### src/rtl/sync_fifo_pkg.sv
// Shared constants and helpers for the sync FIFO controller and memory.
package sync_fifo_pkg;

    // Default geometry of the PE-array FIFOs.
    localparam int unsigned DefRDataWidth = 64;
    localparam int unsigned DefWDataWidth = 16;
    localparam int unsigned DefMemWidth   = 16;
    localparam int unsigned DefFifoDepth  = 16;

    // Ceiling log2; clog2(1) = 0.
    function automatic int unsigned clog2(input int unsigned v);
        int unsigned r;
        r = 0;
        for (int i = 0; i < 32; i++) begin
            if ((64'(1) << i) < 64'(v)) r = i + 1;
        end
        return r;
    endfunction

    // Memory words per port beat.
    function automatic int unsigned words(input int unsigned data_w, input int unsigned mem_w);
        return data_w / mem_w;
    endfunction

    function automatic bit is_pow2(input int unsigned v);
        return (v != 0) && ((v & (v - 1)) == 0);
    endfunction

    // Word counts of the default configuration.
    localparam int unsigned W_WORDS = words(DefWDataWidth, DefMemWidth);
    localparam int unsigned R_WORDS = words(DefRDataWidth, DefMemWidth);

endpackage

### src/rtl/sync_fifo_ctrl.sv
// Pointer and occupancy controller for sync_fifo_mem. Occupancy is kept in memory words so
// asymmetric write/read widths produce correct full/empty flags. No data passes through here.
module sync_fifo_ctrl
    import sync_fifo_pkg::*;
#(
    parameter int unsigned R_DATA_WIDTH = 64,
    parameter int unsigned W_DATA_WIDTH = 16,
    parameter int unsigned MEM_WIDTH    = 16,
    parameter int unsigned FIFO_DEPTH   = 16,
    parameter int unsigned ADDR_WIDTH   = 4
) (
    input  logic                  clk,
    input  logic                  reset,
    input  logic                  push,
    input  logic                  pop,
    output logic                  wr_en,
    output logic                  rd_en,
    output logic [ADDR_WIDTH-1:0] wr_addr,
    output logic [ADDR_WIDTH-1:0] rd_addr,
    output logic                  full,
    output logic                  empty,
    output logic [ADDR_WIDTH:0]   count,
    output logic                  overflow,
    output logic                  underflow
);

    localparam int unsigned WWords = words(W_DATA_WIDTH, MEM_WIDTH);
    localparam int unsigned RWords = words(R_DATA_WIDTH, MEM_WIDTH);

    // Elaboration-time geometry checks.
    if ((W_DATA_WIDTH % MEM_WIDTH) != 0) begin : g_bad_w_width
        $error("W_DATA_WIDTH must be a multiple of MEM_WIDTH");
    end
    if ((R_DATA_WIDTH % MEM_WIDTH) != 0) begin : g_bad_r_width
        $error("R_DATA_WIDTH must be a multiple of MEM_WIDTH");
    end
    if (!is_pow2(FIFO_DEPTH)) begin : g_bad_depth
        $error("FIFO_DEPTH must be a power of two");
    end
    if ((FIFO_DEPTH % WWords) != 0 || (FIFO_DEPTH % RWords) != 0) begin : g_bad_align
        $error("FIFO_DEPTH must be a multiple of both beat word counts");
    end
    if (ADDR_WIDTH != clog2(FIFO_DEPTH)) begin : g_bad_addr
        $error("ADDR_WIDTH must equal log2(FIFO_DEPTH)");
    end

    logic [ADDR_WIDTH-1:0] wr_addr_q, wr_addr_d;
    logic [ADDR_WIDTH-1:0] rd_addr_q, rd_addr_d;
    logic [ADDR_WIDTH:0]   count_q, count_d;
    logic                  overflow_q, overflow_d;
    logic                  underflow_q, underflow_d;
    logic [ADDR_WIDTH+1:0] count_ext;
    logic                  unused_count_msb;

    // Flags and enables derive from registered count, so a push is never poppable same-cycle.
    always_comb begin
        full  = count_q > (ADDR_WIDTH + 1)'(FIFO_DEPTH - WWords);
        empty = count_q < (ADDR_WIDTH + 1)'(RWords);
        wr_en = push & ~full & ~reset;
        rd_en = pop & ~empty & ~reset;
    end

    // Next-state: pointers advance by one beat per accepted request, wrapping naturally.
    always_comb begin
        wr_addr_d   = wr_addr_q;
        rd_addr_d   = rd_addr_q;
        overflow_d  = overflow_q | (push & full);
        underflow_d = underflow_q | (pop & empty);
        if (wr_en) wr_addr_d = wr_addr_q + ADDR_WIDTH'(WWords);
        if (rd_en) rd_addr_d = rd_addr_q + ADDR_WIDTH'(RWords);
        // Extra headroom bit keeps the intermediate sum exact; the result fits 0..FIFO_DEPTH.
        count_ext = {1'b0, count_q}
                  + (wr_en ? (ADDR_WIDTH + 2)'(WWords) : '0)
                  - (rd_en ? (ADDR_WIDTH + 2)'(RWords) : '0);
        count_d          = count_ext[ADDR_WIDTH:0];
        unused_count_msb = count_ext[ADDR_WIDTH+1];
    end

    // State registers with synchronous reset; the memory array is not cleared.
    always_ff @(posedge clk) begin
        if (reset) begin
            wr_addr_q   <= '0;
            rd_addr_q   <= '0;
            count_q     <= '0;
            overflow_q  <= 1'b0;
            underflow_q <= 1'b0;
        end else begin
            wr_addr_q   <= wr_addr_d;
            rd_addr_q   <= rd_addr_d;
            count_q     <= count_d;
            overflow_q  <= overflow_d;
            underflow_q <= underflow_d;
        end
    end

    assign wr_addr   = wr_addr_q;
    assign rd_addr   = rd_addr_q;
    assign count     = count_q;
    assign overflow  = overflow_q;
    assign underflow = underflow_q;

endmodule

### config.mk
export PLATFORM = sky130hd
export DESIGN_NAME = sync_fifo_ctrl
export DESIGN_NICKNAME = d
export VERILOG_FILES = /design/src/rtl/sync_fifo_pkg.sv /design/src/rtl/sync_fifo_ctrl.sv
export SDC_FILE = /design/constraint.sdc
export NUM_CORES = 1
export LEC_CHECK = 0
export ABC_AREA = 1
export CAP_MARGIN = 0
export CORE_UTILIZATION = 49
export CTS_CLUSTER_DIAMETER = 120
export DETAILED_ROUTE_END_ITERATION = 16
export PLACE_DENSITY = 0.85
export SYNTH_ARGS = -nofsm -noshare
export SYNTH_HDL_FRONTEND = slang
export SYNTH_SLANG_ARGS = --single-unit
### constraint.sdc
create_clock -name clk -period 6 [get_ports clk]
set_input_delay 1.2 -clock clk [delete_from_list [all_inputs] [get_ports clk]]
set_output_delay 1.2 -clock clk [all_outputs]
set_load 0.01 [all_outputs]
Word level (Yosys, flattened, before mapping) --
Index checks and enable logic that the tools add are counted.
Operators by class: $add $sub $neg 4, order comparisons 2, muxes and demuxes 2, bitwise logic cells 11
Operators with widths (count):
- AND 1 bit | 6
- adder 5 x 1 -> 5 bit | 1
- greater-than comparator 5 x 4 -> 1 bit, second input constant | 1
- less-than comparator 5 x 3 -> 1 bit, second input constant | 1
- subtractor 5 x 3 -> 5 bit | 1
- adder 4 x 1 -> 4 bit, second input constant | 1
- adder 4 x 3 -> 4 bit, second input constant | 1
- two-way mux 3 bit | 1
- NOT 1 bit | 3
- bitwise OR 1 bit | 2
- two-way mux 1 bit | 1
Storage, ports and cells: register bits 15, bits of input ports 4, output and inout bits 19, logic and storage cells 24

Logic depth before layout (Yosys ltp) --
Gate-level depths: netlist (run 1).
depth after elaboration 7, mapped depth 15, gate-level depth less buffers 15

Worst setup path after synthesis (run 1) --
No wires, ideal clock.
kind input port to output port, start input port push, end output port wr_en, data arrival time 1587 ps, data required time 4800 ps, slack 3213 ps, stages on the path 4, buffers on the path 0, cells stage by stage inv_1 > nor2_2 > nand3_4 > inv_2
On the way: word-level cells in the longest chain between the ends 2
RTL lines:
- from (decl) | RTL line sync_fifo_ctrl.sv:14 | input logic push,
- AND 1 bit (2 in series) | RTL line sync_fifo_ctrl.sv:59 | wr_en = push & ~full & ~reset;
- to (decl) | RTL line sync_fifo_ctrl.sv:16 | output logic wr_en,
Every way passes these cells.

Final worst setup path (run 1) --
start input port reset, end output port wr_en
On the way: word-level cells in the longest chain between the ends 2
RTL lines:
- from (decl) | RTL line sync_fifo_ctrl.sv:13 | input logic reset,
- NOT 1 bit | RTL line sync_fifo_ctrl.sv:59
- AND 1 bit | RTL line sync_fifo_ctrl.sv:59
Every way passes these cells.

==> impl_results.md, run 1 <==
* Largest area contributor in the netlist: dfxtp_1
* Worst clock skew at 1.61 ps
* Startpoint of the worst hold path: underflow
* Data required, critical path at 4800 ps
* Layout overhead on the synthesized area at 29.7%
* Main synth FF type: dfxtp_1
* Std-Cell Core Area at 0.00151 sq mm
* Dominant cell by count in the synthesized netlist: nand2_1
* Clock Sinks at 13
* Top cells by instance count after synthesis: nand2_1, inv_1, dfxtp_1
* Detailed-route wire length per cell at around 11 um
* Overall power consumption at around 0.00034 W
* Share of synthesized flip-flops with an asynchronous set or reset at 0%
* Critical path capture point type: output pin
* Horizontal die dimension at 42.2 um
* Fmax at 251 MHz
* Clock Latency Late Sink at 280 ps
* Hold Fails Final Rpt at 0
* Total Negative Setup Slacks at 0 ps
* Global-route wire length before repair at 2660 um
* Final Non-Filler Cells at ~140
* Post-Place Cell Area at 0.00100 sq mm
* Initial DRC count at 11
* Average instance area after synthesis at around 7.5 sq um
* Most frequent CP cell: clkdlybuf4s50_1
* Final std cell area, no fill at 0.00103 sq mm
* Port bufs at 20
* Number of antenna repair diodes at 0
* Cell Chain, Critical Path: clkdlybuf4s50_1, nor2_2, nand3_4, inv_2, clkdlybuf4s50_1
* Portion of synthesized cell area occupied by the leading cell type at 32.9%
* Final setup violation count at 0
* Register-to-register setup slack at 3680 ps
* DRT Wirelength at around 1500 um
* Layout cells sized above 1 at 8.59%
* Arrival time of the worst setup path at 2780 ps
* Internal power at 0.000210 W
* CTS H-tree depth at 1
* Part of the power in the clock network at 15.7%
* TritonCTS clock tree: yes
* Residual DRC at 0
* Setup repair after global routing missed its margin: no
* Final worst path period need at between 3000 and 4000 ps
* Part of the total power dissipated in sequential elements at 34.5%
* Sum of buffers and inverters on the critical path at 3
* Count of instances resized after the clock tree is built at 0
* Total global routing track utilization at 19.6%
* Final antenna-violating net count at 0
* YS warnings at 0
* Number of maximum-capacitance constraint violations at 0
* Slowest-stage cell, CP: clkdlybuf4s50_1
* Psw at 0.000133 W
* Initial antenna violation count at 0
* Pin count of the biggest net entering global routing at 10
* Final count of pins violating max slew at 0
* Logic depth of the worst register-to-register path at 14
* Total Die Area at 0.00178 sq mm
* Critical path peak fanout at 7
* Via count at 701
* Initial core utilization at 52.6%
* Sequential-to-total area share from yosys stat at 32.9%
* Global route total overflow at 0
* Result of the run: completed
* Global placement routability congestion at 0.779
* Cell class contributing the biggest share of worst-path delay: buffers and inverters
* Total Nets Final at 144
* Number of hold buffers added after cts at 0
* Worst-case clock buffer depth at 2
* Number of detailed-route iterations in the first pass at 4
* Worst r2r dst: count[4]
* Maximum ir drop on the vdd rail at 0.000213 V
* Number of synthesized flops with an enable pin at 0
* Number of global-route vias before repair at 634
* Post-CTS Setup Repair Bufs at 0
* Path category of the worst min-delay check: reg -> reg
* Clk slew on worst S/H paths at 80 ps
* Hold Path Stages at 2
* Worst path depth at 5
* Post-synth cell types at 21
* Vertical die dimension at 42.2 um
* Placed cells at between 100 and 150
* Portion of total power attributed to combinational logic at between 40 and 50%
* Classification of the worst setup path: in -> out
* Buffer cell driving the clock tree root: clkbuf_4
* Hold Crit Endpoint: underflow
* FF+latch count, synth at 13
* CTS Buf Count at 3
* Cell area after synthesis at 792 sq um
* Half-perimeter wire length after placement at around 1200 um
* Leakage power summed over all cells at 0.457 nW
* Placement row count at 14
* Mapped Cells at 105
* Worst reg2reg path startpoint: count[4]
* Number of top-level pins at 23
* Period Utilization, post-route at 66.3%
* Switching part of the total at between 30% and 40%
* Maximum cell stage delay along the critical path at 570 ps
* Top post-synthesis cells by area: dfxtp_1, ha_1, nand2_1
* P per Cell Area at 334 mW/mm^2
* Final Hold Slack at 475 ps
* Startpoint type of the worst setup path: input port
* Via density per instance at 4.87
cell families (layout without fill, tap and decap cells):
logic type / count (synthesis) / after routing / synth area share [%]
compound gates: 15 / 15 / 10.3
other cells: 1 / 2 / 0.473
simple gates: 46 / 46 / 28.8
fa+ha+maj: 11 / 11 / 17.4
buf+inv: 19 / 41 / 10.3
flops: 13 / 13 / 32.9
layer usage:
| metal | part of all wire, % | global-route usage, % |
|---|---|---|
| met5 | 0 | 0 |
| met3 | 2.9 | 2.59 |
| met1 | 47 | 24.5 |
| met2 | 48 | 32.0 |
| met4 | 2.7 | 11.3 |
sequential cells by signal, summed over array words and instances (netlist names):
name / count
count: 5
overflow: 1
rd_addr: 2
underflow: 1
wr_addr: 4
worst max path at each step:
| stage | startpoint | endpoint | slack [ps] |
|---|---|---|---|
| 2_1_floorplan | push | wr_en | 3210 |
| 3_3_place_gp | reset | wr_en | 2070 |
| 3_5_place_dp | reset | wr_en | 2030 |
| 4_1_cts | reset | wr_en | 2010 |
| 5_1_grt | reset | wr_en | 1940 |
| 6_report | reset | wr_en | 2020 |
power by group through the flow:
stage | Combinational, W | Clock, W | Sequential, W
finish | 0.000171 | 0.0000540 | 0.000118
detailed placement | 0.000171 | 0 | 0.000120
floorplan | 0.0000953 | 0 | 0.000125
global route | 0.000189 | 0.0000606 | 0.000121
global placement | 0.000167 | 0 | 0.000119
CTS | 0.000173 | 0.0000555 | 0.000118
final cells by class:
class | count | area (sq um)
Multi-Input combinational cell | 74 | 454
Tap cell | 16 | 20.0
Fill cell | 133 | 479
Inverter | 17 | 66.3
Timing Repair Buffer | 20 | 200
Clock buffer | 4 | 26.3
Sequential cell | 13 | 260
worst reg2reg max path: stages (launching register included):
cell	delay, ps
dfxtp_1	310
inv_1	230
ha_1	200
nand2_1	50
nand2_1	80
inv_1	100
nor2_8	130
inv_1	60
ha_1	330
ha_1	320
o21bai_1	80
a21oi_1	180
nand2_1	70
nand2_1	60
nor2_1	40
metrics by stage:
step / setup WS [ps] / util (%)
floorplan: 3210 / -
global placement: 2070 / 66.4
detailed placement: 2030 / 66.4
CTS: 2010 / 68.2
global route: 1940 / 68.2
finish: 2020 / 68.2
cells in the final DEF (no fill, tap or decap), drive strengths merged:
cell | synthesis | routed
nand3 | 5 | 5
conb | 1 | 2
clkbuf | 0 | 4
nand4 | 2 | 2
o21ai | 6 | 6
a21oi | 8 | 8
o21bai | 1 | 1
ha | 11 | 11
dfxtp | 13 | 13
clkdlybuf4s50 | 0 | 20
inv | 17 | 17
nor2 | 11 | 11
nand2 | 28 | 28
Note: power is estimated with default switching activity, not from simulation.
==> inputs of run 2 (changes only) <==
--- a/config.mk
+++ b/config.mk
@@ -7,10 +7,10 @@
 export LEC_CHECK = 0
 export ABC_AREA = 1
 export CAP_MARGIN = 0
-export CORE_UTILIZATION = 49
+export CORE_UTILIZATION = 41
 export CTS_CLUSTER_DIAMETER = 120
 export DETAILED_ROUTE_END_ITERATION = 16
-export PLACE_DENSITY = 0.85
+export PLACE_DENSITY = 0.76
 export SYNTH_ARGS = -nofsm -noshare
 export SYNTH_HDL_FRONTEND = slang
 export SYNTH_SLANG_ARGS = --single-unit
==> constraint.sdc (replaced) <==
create_clock -name clk -period 3.5 [get_ports clk]
set_input_delay 0.7 -clock clk [delete_from_list [all_inputs] [get_ports clk]]
set_output_delay 0.7 -clock clk [all_outputs]
set_load 0.01 [all_outputs]
==> run 2 against run 1 <==
Sequential power increased by 71%. Global-route usage decreased by 3.0 points. Non-clock buffer count unchanged. Largest cell class unchanged.
==> impl_results.md, run 2 (synthesis gave the netlist of run 1 again) <==
* Via density per instance at 4.63 (-4.8%)
* Post-CTS Setup Repair Bufs at 0 (unchanged)
* Final count of pins violating max slew at 0 (unchanged)
* Final setup violation count at 0 (unchanged)
* Startpoint type of the worst setup path: input port
* Post-Place Cell Area at 0.00101 sq mm (+1.1%)
* Buffer cell driving the clock tree root: clkbuf_4
* Number of hold buffers added after cts at 0 (unchanged)
* Data required, critical path at 2800 ps (-2000 ps)
* Critical path peak fanout at 7 (unchanged)
* Detailed-route wire length per cell at 9.98 um (-6.8%)
* Final worst path period need at 2980 ps
* Clock Latency Late Sink at 280 ps (about the same)
* Layout overhead on the synthesized area at 31.1%
* Global route total overflow at 0 (unchanged)
* Result of the run: completed
* Half-perimeter wire length after placement at 1200 um (+1.9%)
* Critical path startpoint: reset
* Via count at 709 (+1.1%)
* Port bufs at 20 (unchanged)
* Worst reg2reg path startpoint: count[4]
* Clock Sinks at 13 (unchanged)
* Final Non-Filler Cells at 153 (+6.3%)
* Worst Setup Slack, final at 522 ps (-1500 ps)
* Max reg flops at 5 (unchanged)
* Leading cell types in the layout, fill and taps excluded: nand2_1, clkdlybuf4s50_1, inv_1, dfxtp_1, ha_1
* Worst-case clock buffer depth at 2 (unchanged)
* Period Utilization, post-route at about 85%
* Worst clock skew at 1.51 ps (-0.101 ps)
* Leakage power summed over all cells at 0.457 nW (unchanged)
* Path category of the worst min-delay check: reg -> reg
* Area occupied by multi-input gates at 454 sq um (unchanged)
* Number of global-route vias before repair at 573 (-9.6%)
* CTS H-tree depth at 1 (unchanged)
* Global-route wire length before repair at 2450 um (-7.8%)
* Number of detailed-route iterations in the first pass at 2 (-2)
* Sequential cell area at 260 sq um (unchanged)
* Layout cells sized above 1 at 8.59% (unchanged)
* Final std cell area, no fill at 0.00104 sq mm (+1.1%)
* Initial core utilization at 44.9% (-7.7 points)
* DRT Wirelength at 1530 um (-0.97%)
* Final antenna-violating net count at 0 (unchanged)
* Dpl ws at 531 ps (-1500 ps)
* Hold Fails Final Rpt at 0 (unchanged)
* Global placement routability congestion at 0.788 (+1.2%)
* Overall power consumption at 0.000598 W (+74%)
* CTS Buf Count at 3 (unchanged)
* Std-Cell Core Area at 0.00176 sq mm (+17%)
* Total Die Area at 0.00211 sq mm (+19%)
* Residual DRC at 0 (unchanged)
* TritonCTS clock tree: yes
* Maximum ir drop on the vdd rail at 0.000347 V (+63%)
* Initial DRC count at 9 (-2)
* Fillers at 176 (+32%)
* Placed cells at 149 (+6.4%)
* Most frequent standard cell in the layout excluding fill and tap cells: nand2_1
* Placement row count at 15 (+1)
* Clk slew on worst S/H paths at 80 ps (about the same)
* Critical path capture point type: output pin
* Total Nets Final at 144 (unchanged)
* Classification of the worst setup path: in -> out
* Startpoint of the worst hold path: underflow
* Total global routing track utilization at 16.6% (-3.0 points)
* Pin count of the biggest net entering global routing at 10 (unchanged)
* Fmax at 336 MHz
* Horizontal die dimension at 46.0 um (+8.9%)
* Number of antenna repair diodes at 0 (unchanged)
* Vertical die dimension at 46.0 um (+8.9%)
* Setup repair after global routing missed its margin: no
* P per Cell Area at 576 mW/mm^2 (+72%)
* Arrival time of the worst setup path at 2280 ps (-500 ps)
* Number of maximum-capacitance constraint violations at 0 (unchanged)
* Number of top-level pins at 23 (unchanged)
* Initial antenna violation count at 0 (unchanged)
* Count of instances resized after the clock tree is built at 0 (unchanged)
* Total Negative Setup Slacks at 0 ps (unchanged)
==> run 2: path summary, 6_finish.rpt <==
check,slack (ps),endpoint,depth (start not counted)
worst min-delay path,470,underflow,2
worst max register to register,1130,count[4],14
worst max-delay path,520,wr_en,5
worst min register to register,470,underflow,2
==> run 2: cell type report <==
cell class / instances / area share (%)
clock buffers: 4 / 2.53
inverters: 17 / 6.39
multi-input cells: 74 / 43.7
flip-flops and latches: 13 / 25.1
well taps: 25 / 3.01
repair buffers: 20 / 19.3
==> run 2: stage by stage <==
step | hold WS [ps] | utilization [%]
4_1_cts | 474 | 58.9
6_report | 467 | 58.9
3_5_place_dp | 453 | 57.4
3_3_place_gp | 449 | 57.4
5_1_grt | 500 | 58.9
2_1_floorplan | 489 | -
==> run 2: power by group <==
group	internal [W]	switching (W)	leakage, nW	total (W)
clock	0.0000442	0.0000530	0.0150	0.0000972
sequential	0.000176	0.0000255	0.106	0.000202
combinational	0.000139	0.000159	0.336	0.000299
total	0.000360	0.000238	0.457	0.000598
==> run 2: worst max-delay path, stage by stage <==
cell	delay, ps
clkdlybuf4s50_1	560
nor2_2	260
nand3_4	120
inv_2	100
clkdlybuf4s50_1	530
==> run 2: layer usage <==
| layer | vias to the layer above | track usage (%) | routed length [um] |
|---|---|---|---|
| met5 | - | 0 | 0 |
| met4 | 0 | 8.82 | 31 |
| met3 | 6 | 4.37 | 60 |
| met2 | 14 | 26.8 | 768 |
| met1 | 314 | 19.9 | 666 |
| li1 | 375 | - | - |
==> inputs of run 3 (changes only) <==
--- a/config.mk
+++ b/config.mk
@@ -7,10 +7,10 @@
 export LEC_CHECK = 0
 export ABC_AREA = 1
 export CAP_MARGIN = 0
-export CORE_UTILIZATION = 41
+export CORE_UTILIZATION = 45
 export CTS_CLUSTER_DIAMETER = 120
 export DETAILED_ROUTE_END_ITERATION = 16
-export PLACE_DENSITY = 0.76
+export PLACE_DENSITY = 0.79
 export SYNTH_ARGS = -nofsm -noshare
 export SYNTH_HDL_FRONTEND = slang
 export SYNTH_SLANG_ARGS = --single-unit
==> constraint.sdc (replaced) <==
create_clock -name clk -period 2.78 [get_ports clk]
set_input_delay 0.556 -clock clk [delete_from_list [all_inputs] [get_ports clk]]
set_output_delay 0.556 -clock clk [all_outputs]
set_load 0.01 [all_outputs]
==> run 3 against run 2 <==
Clock power rose by 23%. Combinational power rose by 25%. Worst hold slack improved by 7.9 ps. Routed wire length rose by 1.0%. Critical path depth did not move. Sequential cell count did not move. Count of clock-buffer cells in the layout fell by 1. First-iteration DRC count rose by 56%. Cell area rose by 0.48%. Largest power group unchanged.
==> impl_results.md, run 3 (synthesis gave the netlist of run 1 again) <==
* Number of antenna repair diodes at 0 (unchanged)
* Setup repair after global routing missed its margin: no
* Total Die Area at 0.00193 sq mm (-8.5%)
* DRT Wirelength at 1540 um (+1.0%)
* Most frequent standard cell in the layout excluding fill and tap cells: nand2_1
* Std-Cell Core Area at 0.00158 sq mm (-11%)
* Startpoint type of the worst setup path: input port
* TritonCTS clock tree: yes
* Port bufs at 20 (unchanged)
* Internal power at 0.000453 W (+26%)
* Number of maximum-capacitance constraint violations at 0 (unchanged)
* Path category of the worst min-delay check: reg -> reg
* Initial antenna violation count at 0 (unchanged)
* P per Cell Area at 717 mW/mm^2 (+25%)
* Switching part of the total at 39.5% (-0.35 points)
* Fmax at roughly 380 MHz
* Psw at 0.000295 W (+24%)
* Detailed-route wire length per cell at 10.6 um (+5.9%)
* Final count of pins violating max slew at 0 (unchanged)
* Initial DRC count at 14 (+5)
* Count of instances resized after the clock tree is built at 0 (unchanged)
* Portion of total power attributed to combinational logic at 49.9% (about the same)
* Area occupied by multi-input gates at 454 sq um (unchanged)
* Leakage power summed over all cells at 0.469 nW (+2.7%)
* Global placement routability congestion at 0.807 (+2.4%)
* Placement row count at 14 (-1)
* Initial core utilization at 50.2% (+5.3 points)
* Half-perimeter wire length after placement at 1250 um (+4.1%)
* Final worst path period need at around 2600 ps
* Final std cell area, no fill at 0.00104 sq mm (+0.48%)
* Classification of the worst setup path: in -> out
* Global route total overflow at 0 (unchanged)
* Arrival time of the worst setup path at 2080 ps (-200 ps)
* Number of detailed-route iterations in the first pass at 6 (+4)
* Maximum ir drop on the vdd rail at 0.000565 V (+63%)
* Post-Place Cell Area at 0.00102 sq mm (+0.37%)
* Worst-case clock buffer depth at 2 (unchanged)
* Total Nets Final at 146 (+1.4%)
* Vertical die dimension at 44.0 um (-4.4%)
* Leading cell types in the layout, fill and taps excluded: nand2_1, clkdlybuf4s50_1, inv_1, dfxtp_1, ha_1
* CTS H-tree depth at 1 (unchanged)
* Via count at 722 (+1.8%)
* Critical path peak fanout at 6 (-1)
* Clock Sinks at 13 (unchanged)
* Post-CTS Setup Repair Bufs at 0 (unchanged)
* Layout overhead on the synthesized area at 31.8%
* Final setup violation count at 0 (unchanged)
* Number of hold buffers added after cts at 0 (unchanged)
* Horizontal die dimension at 44.0 um (-4.4%)
* Part of the power in the clock network at 16.1% (-0.2 points)
* Sequential cell area at 260 sq um (unchanged)
* Final antenna-violating net count at 0 (unchanged)
* Global-route wire length before repair at 2660 um (+8.7%)
* Total global routing track utilization at 19.0% (+2.4 points)
* Part of the total power dissipated in sequential elements at 34.0% (+0.2 points)
* Layout cells sized above 1 at 10.8% (+2.2 points)
* Buffer cell driving the clock tree root: clkbuf_4
* Max reg flops at 5 (unchanged)
* Hold Fails Final Rpt at 0 (unchanged)
* Critical path capture point type: output pin
* Number of top-level pins at 23 (unchanged)
* Period Utilization, post-route at around 95%
* Total Negative Setup Slacks at 0 ps (unchanged)
* Residual DRC at 0 (unchanged)
* CTS Buf Count at 3 (unchanged)
* Result of the run: completed
* Number of global-route vias before repair at 668 (+17%)
* Worst clock skew at 1.48 ps (-0.0355 ps)
* Clock Latency Late Sink at 280 ps (about the same)
* Clk slew on worst S/H paths at 80 ps (about the same)
* Fillers at 141 (-20%)
* Data required, critical path at 2220 ps (-580 ps)
* Via density per instance at 4.95 (+6.7%)
* Pin count of the biggest net entering global routing at 9 (-1)
[run 3: cell count changes in the layout (fill, tap and decap cells not counted), sizes merged]
cell	change
clkinv	+1
buf	+2
clkbuf	-1
[run 3: metal layers]
metal | wire (um) | global-route usage, %
met1 | 709 | 22.2
met2 | 730 | 31.9
met3 | 103 | 7.92
met4 | 0 | 5.45
met5 | 0 | 0
[run 3: worst paths after layout]
path	from	to	slack [ps]	cells after the start
setup reg to reg	count[4]	count[4]	480	14
hold reg to reg	underflow	underflow	480	2
hold / removal	underflow	underflow	480	2
setup / recovery	reset	wr_en	140	5
[run 3: through the flow]
stage	utilization, %	setup WS (ps)	total power [W]	std cells	hold slack [ps]
floorplan	-	569	0.000476	106	489
global placement	64.4	148	0.000622	142	457
detailed placement	64.4	143	0.000633	142	454
CTS	66.2	135	0.000758	146	476
global route	66.2	86.7	0.000815	146	514
finish	66.2	141	0.000748	146	475
[run 3: power groups by stage]
| stage | Clock (W) | Combinational [W] | Sequential, W |
|---|---|---|---|
| after global placement | 0 | 0.000363 | 0.000259 |
| after floorplan | 0 | 0.000206 | 0.000271 |
| after CTS | 0.000127 | 0.000376 | 0.000254 |
| after detailed placement | 0 | 0.000374 | 0.000259 |
| final | 0.000120 | 0.000373 | 0.000254 |
| after global routing | 0.000137 | 0.000418 | 0.000260 |
[run 3: final cells by class]
| cell class | instances | share of cell area (%) |
|---|---|---|
| clock buffer | 3 | 2.16 |
| clock inverter | 1 | 0.480 |
| inverter | 17 | 6.35 |
| multi-input combinational | 74 | 43.5 |
| sequential | 13 | 24.9 |
| tap | 16 | 1.92 |
| timing repair buffer | 22 | 20.6 |
[run 3: worst max-delay path, cell delays in order]
cell	delay (ps)
clkdlybuf4s50_1	530
nor2_2	250
nand3_4	130
inv_2	90
clkdlybuf4s50_1	530
==> RTL change 1 (config.mk and constraints of run 3) <==
Put one more register stage on the output `underflow`, cleared by the reset. The value now appears one clock later. The other outputs are not delayed to match.
--- a/src/rtl/sync_fifo_ctrl.sv
+++ b/src/rtl/sync_fifo_ctrl.sv
@@ -99,3 +99,9 @@
     assign overflow  = overflow_q;
-    assign underflow = underflow_q;
+    always_ff @(posedge clk) begin
+        if (reset) begin
+            underflow <= '0;
+        end else begin
+            underflow <= underflow_q;
+        end
+    end
 
Formal check against the unedited RTL: not equivalent (a bounded check fails within 4 cycles, from zero or initial values and one cycle with reset high).
==> RTL change 1 against run 3 <==
  * Sequential share of layout area rose by 0.60 points
  * Worst setup slack gained 0.069 ns
  * Clock skew rose by 0.00093 ns
  * Worst hold slack worse by 0.032 ns
  * Final area grew 5.2%
  * Sequential cell count grew 1
  * First-iteration DRC count is 110% higher
  * Critical path depth rose by 1
  * Wire length increased by 4.0%
  * Total power is 5.5% higher
  * Count of clock-buffer cells in the layout rose by 1
  * Area after synthesis rose by 5.4%
  * Utilization is 2.6 points lower
==> RTL change 1: results (changes against run 3) <==
stage	metric	value	unit	change
cts	cts_buffers	3		unchanged
logic_synthesis	yosys_warnings	0		unchanged
routing	drc_errors	0		unchanged
global_route	grt_pass1_wl	2660	um	-0.26%
pwr	p_leak	0.498	nW	+6.2%
timing	skew	0.00241	ns	+0.000935 ns
logic_synthesis	ys_async_sr_fraction	0	%	unchanged
cts	cts_hold_buf	0		unchanged
placed_design	hpwl	1250	um	about the same
layout	fillers	152		+7.8%
placed_design	dp_slack	0.0794	ns	-0.0638 ns
logic_synthesis	synthTopCellsByCount	nand2_1 (25), inv_1 (17), dfxtp_1 (14), ha_1 (11), nor2_1 (9)		
global_route	grt.total_usage	18.6	%	-0.39 points
layout	diodes	0		unchanged
logic_synthesis	synth_flop_cell	dfxtp_1		
logic_synthesis	synth_cell_type_count	22		+4.8%
routing	wl_per_cell	10.2	um	-3.3%
logic_synthesis	syn_area_per_cell	7.73	um2	+2.4%
routing	first_iter_violations	30		+16
cts	clkTransAtPathRegs	0.08	ns	about the same
cts	cts_root_buf	clkbuf_4		
setup_path	path_max_fanout	6		unchanged
cts	clock_path_buffers	2		unchanged
floorplanning	start_util	48.3	%	-1.9 points
cts	cts_max_level	1		unchanged
routing	via_per_inst	4.86		-1.7%
global_route	grt_max_degree	9		unchanged
placed_design	post_dp_cell_area	1060	um2	+4.2%
global_route	antenna_found_initial	0		unchanged
routing	dr.pass1.iters	4		-2
setup_path	cp.arrival	2.01	ns	-0.07 ns
layout	drive_gt1_share	9.85	%	-0.92 points
layout	fin_cells	157		+7.5%
cts	clk_latency	0.28	ns	about the same
placed_design	placedCellCount	153		+7.7%
pwr	irDropWorstVdd	394	uV	-30%
layout	largest_register_ffs	5		unchanged
run_status	status	finished clean		
placed_design	gp_congestion	0.742		-8.0%
logic_synthesis	synth_area_leaders	dfxtp_1 (34%), ha_1 (16%), nand2_1 (11%)		
global_route	grt_pass1_vias	622		-6.9%
logic_synthesis	seq_area_frac_synth	33.6	%	+0.72 points
logic_synthesis	synth_edf_count	0		unchanged
placed_design	numPortBuffers	20		unchanged
min_path	hp-class	flip-flop to flip-flop		
RTL change 1: metrics by stage:
stage          total power [mW]  util, %
3_5_place_dp              0.648     61.3
4_1_cts                   0.798     63.4
5_1_grt                   0.853     63.6
3_3_place_gp              0.636     61.3
2_1_floorplan             0.500        -
6_report                  0.790     63.6
RTL change 1: cells by family after synthesis:
| logic type | Yosys count | synth area share (%) |
|---|---|---|
| buffers and inverters | 21 | 12.1 |
| AO/OA/AOI/OAI | 15 | 9.45 |
| adder cells (fa/ha/maj) | 11 | 16.5 |
| other | 1 | 0.449 |
| flip-flops | 14 | 33.6 |
| AND/OR/NAND/NOR | 46 | 27.9 |
RTL change 1: critical path, stage by stage:
cell             delay (ns)
clkdlybuf4s50_1        0.48
inv_1                  0.08
nor2_4                 0.13
nand3_4                0.11
inv_1                  0.11
clkdlybuf4s50_1        0.54
RTL change 1: path summary, 6_finish.rpt:
path                     startpoint              endpoint  slack [ns]  cells past startpoint
max                            push                 wr_en        0.21                      6
min          underflow_q$_SDFF_PP0_  underflow$_SDFF_PP0_        0.44                      2
max reg2reg     count[4]$_SDFF_PP0_   count[4]$_SDFF_PP0_        0.45                     14
min reg2reg  underflow_q$_SDFF_PP0_  underflow$_SDFF_PP0_        0.44                      2
RTL change 1: repair_timing:
item / in CTS / in global routing
buffers inserted: 0 / 0
endpoints found under the hold margin: 0 / 0
endpoints found under the setup margin: 0 / 1
gates resized for setup: 0 / 1
RTL change 1: per-layer routing:
layer,GRT usage (%),vias up,wire [um],share of wire (%)
met1,22.6,340,703,44
met3,7.20,6,131,8.2
met5,0,-,0,0
li1,-,382,-,-
met2,29.6,35,744,46
met4,7.27,0,25,1.6
RTL change 1: final cells by class:
cell class,instances,area share [%]
clock buffers,4,3.31
multi-input cells,74,41.6
flip-flops and latches,14,25.5
inverters,18,6.84
well taps,25,2.85
repair buffers,22,19.8
RTL change 1: power by group:
| part | total (mW) | internal [mW] | leakage [nW] | switching [mW] |
|---|---|---|---|---|
| sequential | 0.271 | 0.239 | 0.115 | 0.0322 |
| clock | 0.146 | 0.0798 | 0.0210 | 0.0660 |
| combinational | 0.373 | 0.175 | 0.363 | 0.197 |
| total | 0.790 | 0.494 | 0.498 | 0.295 |
==> RTL change 2 (flow settings as in run 3) <==
Without the edit above. `R_DATA_WIDTH`: 64 -> 32.
--- a/src/rtl/sync_fifo_ctrl.sv
+++ b/src/rtl/sync_fifo_ctrl.sv
@@ -5,3 +5,3 @@
 #(
-    parameter int unsigned R_DATA_WIDTH = 64,
+    parameter int unsigned R_DATA_WIDTH = 32,
     parameter int unsigned W_DATA_WIDTH = 16,
Formal check against the unedited RTL: not equivalent (Yosys sat finds a counterexample within 4 cycles, from zero or initial values and one cycle with reset high).
==> RTL change 2 against run 3 <==
  * Wire length down 8.0%
  * Register-to-register slack gained 0.16 ns
  * Sequential cell count grew 1
  * Final area grew 3.6%
  * Non-clock buffer count unchanged
  * Worst setup slack gained 0.084 ns
  * Worst hold slack got worse by 0.018 ns
  * Area after synthesis increased by 2.5%
  * Largest cell class unchanged
  * Total power up 24%
  * Utilization increased by 1.6 points
  * Critical path depth up 1
  * Cell count up 5.5%
==> RTL change 2: results (changes against run 3) <==
stage	metric	value	unit	change
min_path	hp-class	flip-flop to flip-flop		
logic_synthesis	synth_flop_cell	dfxtp_1		
logic_synthesis	syn_nets	120		
cts	cts_resized	0		unchanged
logic_synthesis	ys_async_sr_fraction	0	%	unchanged
cts	clkTransAtPathRegs	0.09	ns	
timing	skew	0.000608	ns	-0.000867 ns
global_route	grt_max_degree	12		+3
placed_design	numPortBuffers	21		+5.0%
layout	finalNetCount	145		-0.68%
layout	drive_gt1_share	12.3	%	+1.5 points
setup_path	cp.arrival	2.00	ns	-0.08 ns
placed_design	post_dp_cell_area	1040	um2	+2.8%
cts	clock_path_buffers	2		unchanged
layout	largest_register_ffs	5		unchanged
cts	cts_max_level	1		unchanged
cts	clk_latency	0.28	ns	about the same
logic_synthesis	synthTopCellsByCount	nand2_1 (21), inv_1 (18), dfxtp_1 (14), ha_1 (10), nor2_1 (10)		
logic_synthesis	synth_cell_type_count	19		-9.5%
placed_design	gp_congestion	0.761		-5.7%
layout	diodes	0		unchanged
global_route	grt.total_usage	17.0	%	-2.1 points
setup_path	critPathTopFamily	buffers and inverters		
routing	dr.pass1.iters	4		-2
logic_synthesis	yosys_warnings	0		unchanged
routing	wirelength	1420	um	-8.0%
cts	cts_buffers	3		unchanged
setup_path	cp_slowest_cell	clkdlybuf4s50_1		
routing	first_iter_violations	6		-8
run_status	status	finished clean		
pwr	irDropWorstVdd	525	uV	-7.1%
layout	fillers	141		unchanged
setup_path	path_max_fanout	6		unchanged
logic_synthesis	synth_area_leaders	dfxtp_1 (35%), ha_1 (15%), nand2_1 (9.7%)		
global_route	grt_pass1_vias	539		-19%
logic_synthesis	seq_area_frac_synth	34.5	%	+1.7 points
global_route	antenna_found_initial	0		unchanged
global_route	grt_pass1_wl	2370	um	-11%
setup_path	critical-path-max-stage-delay	0.54	ns	
routing	vias	701		-2.9%
cts	cts_root_buf	clkbuf_4		
global_route	grt_overflow	0		unchanged
placed_design	hpwl	1130	um	-9.4%
pwr	p_leak	0.502	nW	+7.0%
cts	cts_setup_buffers	0		unchanged
## RTL change 2: worst paths after layout
check	start	end	slack [ns]	depth (start not counted)
worst max-delay path	push	wr_en	0.23	6
worst min-delay path	underflow$_SDFF_PP0_	underflow$_SDFF_PP0_	0.46	2
worst min register to register	underflow$_SDFF_PP0_	underflow$_SDFF_PP0_	0.46	2
worst max register to register	count[3]$_SDFF_PP0_	count[4]$_SDFF_PP0_	0.64	16
## RTL change 2: cell families after synthesis
family / share of synthesized area [%]
other: 0.462
flip-flops: 34.5
AND/OR/NAND/NOR: 29.1
XOR/XNOR: 2.16
adder cells (fa/ha/maj): 15.4
buffers and inverters: 11.6
AO/OA/AOI/OAI: 6.78
## RTL change 2: layer usage
metal | part of all wire, % | vias up | global-route usage (%)
met5 | 0 | - | 0
met4 | 1.9 | 0 | 12.7
met3 | 4.6 | 4 | 4.08
met2 | 43 | 20 | 22.6
met1 | 50 | 302 | 23.3
li1 | - | 375 | -
## RTL change 2: layout make-up
cell class,count,area [um2],area share (%)
inverter,21,78.8,7.29
tap,24,30.0,2.78
timing repair buffer,22,218,20.1
clock buffer,4,36.3,3.36
sequential,14,280,25.9
multi-input combinational,69,438,40.5
## RTL change 2: worst reg2reg max path, cell delays in order (launching register included)
cell and delay [ns]:
dfxtp_1 0.40, inv_1 0.09, ha_1 0.24, nand3_4 0.11
nand2_4 0.06, nor2_4 0.11, inv_2 0.05, ha_1 0.30
inv_1 0.06, ha_1 0.13, inv_1 0.04, nand2_1 0.07
nand2_1 0.05, a21oi_1 0.17, nand2_1 0.08, nand2_1 0.06
nor2_1 0.03
## RTL change 2: report_power, final
part           internal [mW]  switching [mW]
Clock                 0.0797          0.0678
Combinational          0.237           0.251
Sequential             0.248          0.0441
## RTL change 2: metrics by stage
step	util, %	hold WS (ns)	total power, mW	instances	worst slack, ns
2_1_floorplan	-	0.474	0.601	106	0.715
3_5_place_dp	65.5	0.449	0.786	150	0.235
6_report	67.8	0.458	0.929	154	0.225
3_3_place_gp	65.5	0.438	0.772	150	0.246
5_1_grt	67.8	0.481	1.02	154	0.162
4_1_cts	67.8	0.462	0.939	154	0.218
